$ cat config.mk
export PLATFORM = sky130hd
export DESIGN_NAME = adder_result_accumulator
export DESIGN_NICKNAME = d
export VERILOG_FILES = /design/src/rtl/adder_result_accumulator.sv
export SDC_FILE = /design/constraint.sdc
export NUM_CORES = 1
export LEC_CHECK = 0
export BUFFER_PORTS_ARGS = -buffer_cell sky130_fd_sc_hd__buf_2
export CAP_MARGIN = 20
export CORE_UTILIZATION = 30
export CTS_CLUSTER_SIZE = 24
export DETAILED_ROUTE_END_ITERATION = 16
export HOLD_SLACK_MARGIN = 0.03
export RECOVER_POWER = 100
export SYNTH_ARGS = -nofsm -noshare
export SYNTH_HDL_FRONTEND = slang
export SYNTH_SLANG_ARGS = --single-unit
$ cat constraint.sdc
create_clock -name clk -period 2.05 [get_ports clk]
set_input_delay 0.1025 -clock clk [delete_from_list [all_inputs] [get_ports clk]]
set_output_delay 0.1025 -clock clk [all_outputs]
set_load 0.05 [all_outputs]
$ cat src/rtl/adder_result_accumulator.sv
// adder_result_accumulator: sums SAMPLES 5-bit adder results per frame.
// The frame total is presented on a registered valid/ready output.
module adder_result_accumulator #(
    parameter int SAMPLES = 8,
    parameter int ACC_W   = 12
) (
    input  logic             clk,
    input  logic             rst_n,
    input  logic             in_valid,
    output logic             in_ready,
    input  logic [3:0]       in_sum,
    input  logic             in_cout,
    input  logic             clear,
    output logic             out_valid,
    input  logic             out_ready,
    output logic [ACC_W-1:0] out_total,
    output logic [7:0]       out_count,
    output logic             out_ovf
);
    typedef enum logic {ACCUM, DONE} state_t;
    state_t           state_q, state_d;
    logic [ACC_W-1:0] total_q, total_d;
    logic [7:0]       count_q, count_d;
    logic             ovf_q, ovf_d;
    logic [ACC_W:0]   in_value, sum;
    assign in_value  = {{(ACC_W-4){1'b0}}, in_cout, in_sum};
    assign sum       = {1'b0, total_q} + in_value;
    // Handshake outputs decode from state only, never from in_valid/out_ready.
    assign in_ready  = (state_q == ACCUM);
    assign out_valid = (state_q == DONE);
    assign out_total = total_q;
    assign out_count = count_q;
    assign out_ovf   = ovf_q;
    always_comb begin
        state_d = state_q;
        total_d = total_q;
        count_d = count_q;
        ovf_d   = ovf_q;
        if (clear || (state_q == DONE && out_ready)) begin
            state_d = ACCUM;
            total_d = '0;
            count_d = '0;
            ovf_d   = 1'b0;
        end else if (state_q == ACCUM && in_valid) begin
            total_d = sum[ACC_W-1:0];
            ovf_d   = ovf_q | sum[ACC_W];
            count_d = count_q + 8'd1;
            state_d = (count_q == 8'(SAMPLES - 1)) ? DONE : ACCUM;
        end
    end
    always_ff @(posedge clk or negedge rst_n) begin
        if (!rst_n) begin
            state_q <= ACCUM;
            total_q <= '0;
            count_q <= '0;
            ovf_q   <= 1'b0;
        end else begin
            state_q <= state_d;
            total_q <= total_d;
            count_q <= count_d;
            ovf_q   <= ovf_d;
        end
    end
endmodule

==> impl_metrics.tcl <==
set metrics [dict create \
    path_class "flip-flop to flip-flop" \
    cts_sinks 22 \
    synth_xor_area_share_pct 5.43 \
    clockBufferDepth 2 \
    io_buffers 32 \
    finalClockSkew_ps 1.93 \
    chipWidth_um 67.6 \
    hold_viol 0 \
    cts_buffers 3 \
    rsz0062_at_grt "false" \
    timing.hold.ws_ps 70.7 \
    clock_latency_ps 250 \
    ctsHtreeMaxLevel 1 \
    wl_met3_um 80 \
    post_route_cells_drive_above_1_share_pct 14.1 \
    cp-end-kind "flip-flop" \
    status "completed" \
    area_growth_pct 17.3 \
    irDropWorstVdd_uv 303 \
    finalSetupTns_ps 0 \
    synth.ff_latch_count 22 \
    viasPerCell 5.09 \
    route.met2.wl_um 1550 \
    start_kind "flip-flop" \
    postRouteAntennaNets 0 \
    cts_root_buf "clkbuf_8" \
    crit_buf_inv 0 \
    grt_max_degree 23 \
    critical-path-max-stage-delay_ps 550 \
    route.vias.total 1084 \
    slowest_stage "a2111oi_4" \
    highest_layer "met4" \
    globalplace.congestion 0.768 \
    reg2reg_setup_slack_ps 110 \
    async_reset_ff_share_pct 100 \
    synthSimpleGateAreaFrac_pct 23.2 \
    cap_violations 0 \
    drv_slew 0 \
    power_leakage_nw 0.653 \
    drc 0 \
    synth_top_area_share_pct 42.7 \
    grt_pass1_wl_um 5100 \
    cpLargestDelayFamily "compound AO/OA/AOI/OAI gates" \
    worst_pin_slew_ps 1230 \
    grt_pass1_vias 1073 \
    synthAdderAreaFrac_pct 7.37 \
    yosysTopAreaCell "dfrtp_1" \
    period_minus_slack_ps 1940 \
    antenna_cells 0 \
    nFillCells 418 \
    core_area_sq_mm 0.00406 \
    track_usage_pct 15.1 \
    gr-total-overflow 0 \
    placedCellCount 209 \
    syn_area_sq_mm 0.00129 \
    rows 23 \
    hp-class "input port to flip-flop" \
    layout_worst_path_cycle_share_pct 94.5 \
    cts_tree "yes" \
    arrival_ps 2070 \
    synth_top_family_by_area "simple AND/OR/NAND/NOR gates" \
    setup_violations 0 \
    powerDensity_mw_per_mm2 640 \
    first_pass_iters 4 \
    ys_types 41 \
    yosysWarnings 0 \
    stdcell_count 213 \
    drt-total-wl_um 3130 \
    worstPathRequired_ps 2180 \
    nNetsFinal 182 \
    drtIter0Drc 49 \
    synth.area.top_cells "dfrtp_1 (43%), ha_1 (5.8%), nand2_1 (4.4%)" \
    syn_nets 146 \
    start_util_pct 31.8 \
    slew_headroom_pct 18.3 \
    pin_count 33 \
    clk_pin_slew_ps 80 \
    muxShareOfSynthArea_pct 0.776 \
    wl_per_cell_um 14.7 \
    die_y_um 67.6 \
    seq_area_frac_synth_pct 42.7 \
    hpwl_um 2390 \
    met1_length_um 1470 \
    crit_path_cell_trace "ha_1 > and2_2 > a2111oi_4 > or4_1 > o21ai_0" \
    synth-compound-area-share_pct 17.9 \
    synth_edf_count 0 \
    antenna_found_initial 0 \
    dieArea_sq_mm 0.00457 \
    syn_inst 129 \
    max_freq_mhz 516 \
    ys.flop_type "dfrtp_1" \
    syn_area_per_cell_sq_um 10.0 \
    crit_fanout 8 \
]
==> repair_timing <==
item	in CTS	in global routing
endpoints found under the hold margin	22	0
resized for setup	0	1
buffers inserted	0	0
setup endpoints to repair	0	1
hold buffers	1	0
==> layout by cell type (no fill, tap or decap), drive strengths merged, types with 2 or more instances in the layout <==
| master | synthesis | layout |
|---|---|---|
| or3 | 3 | 3 |
| nand3 | 7 | 7 |
| nor3 | 2 | 2 |
| ha | 6 | 6 |
| clkbuf | 1 | 28 |
| a31oi | 2 | 2 |
| inv | 2 | 2 |
| nand2 | 15 | 15 |
| xor2 | 2 | 2 |
| o31ai | 3 | 3 |
| dfrtp | 22 | 22 |
| nor2 | 11 | 11 |
| a21oi | 11 | 11 |
| a21o | 2 | 2 |
| nand2b | 2 | 2 |
| xnor2 | 6 | 6 |
| and3 | 3 | 3 |
| nand4 | 3 | 3 |
| or4 | 4 | 4 |
| o21ai | 4 | 4 |
| buf | 3 | 9 |
==> through the flow <==
| step | total power, mW | setup WS [ps] | utilization [%] | area, sq um |
|---|---|---|---|---|
| after floorplan | 0.652 | 10.2 | - | 1290 |
| after global placement | 0.713 | 208 | 37.0 | 1500 |
| after detailed placement | 0.721 | 131 | 37.0 | 1500 |
| after CTS | 0.988 | 107 | 38.3 | 1550 |
| after global routing | 1.02 | 13.3 | 37.3 | 1510 |
| final | 0.968 | 113 | 37.3 | 1510 |
==> flip-flops by register name (all words and copies together) (netlist names) <==
register	count
out_count	8
out_ovf	1
out_total	12
out_valid	1
==> cells by family (layout without fill, tap and decap cells) <==
| kind of cell | count (synthesis) | in the layout |
|---|---|---|
| compound gates | 30 | 30 |
| xor+xnor | 8 | 8 |
| fa+ha+maj | 7 | 7 |
| buf+inv | 6 | 40 |
| flops | 22 | 22 |
| mux | 1 | 1 |
| simple gates | 55 | 55 |
==> worst reg2reg max path: cells and delay by family, from the launching register on <==
kind / cells / cell delay [ps]
AOI/OAI and AO/OA: 2 / 640
adders and majority gates: 1 / 360
and+or+nand+nor: 2 / 420
DFF: 1 / 410
==> cell type report <==
class	count	area [sq um]	share of cell area [%]
Timing Repair Buffer	35	151	10.0
Multi-Input combinational cell	101	699	46.2
Clock buffer	3	41.3	2.73
Sequential cell	22	551	36.4
Inverter	2	7.51	0.496
Tap cell	50	62.6	4.14
==> Yosys cell counts (2+ instances only) <==
cell type	instances
a21oi_1	11
a31oi_1	2
buf_4	3
dfrtp_1	22
ha_1	6
inv_1	2
nand2_1	15
nand3_1	7
nand4_1	3
nor2_1	11
nor3_1	2
o21ai_0	4
o31ai_1	3
or3_1	2
or4_1	4
xnor2_1	6
xor2_1	2
==> final timing paths <==
path,cells past startpoint,from,end
setup / recovery,5,out_total[4],out_total[7]
hold / removal,2,clear,out_valid
setup reg to reg,5,out_total[4],out_total[7]
hold reg to reg,2,out_ovf,out_ovf
max in group asynchronous,2,rst_n,out_total[1]
min in group asynchronous,2,rst_n,out_total[8]
==> power breakdown <==
group	switching, mW	total (mW)	leakage [nW]	internal (mW)
clock	0.131	0.262	0.0216	0.131
combinational	0.164	0.238	0.329	0.0732
sequential	0.0183	0.468	0.302	0.450
total	0.313	0.968	0.653	0.654
==> routing by layer <==
| metal | vias up | global-route usage [%] |
|---|---|---|
| met5 | - | 0 |
| met1 | 525 | 19.9 |
| met4 | 0 | 6.38 |
| met3 | 2 | 2.87 |
| li1 | 543 | - |
| met2 | 14 | 24.0 |
No activity file was read; power rests on OpenSTA's default activity.
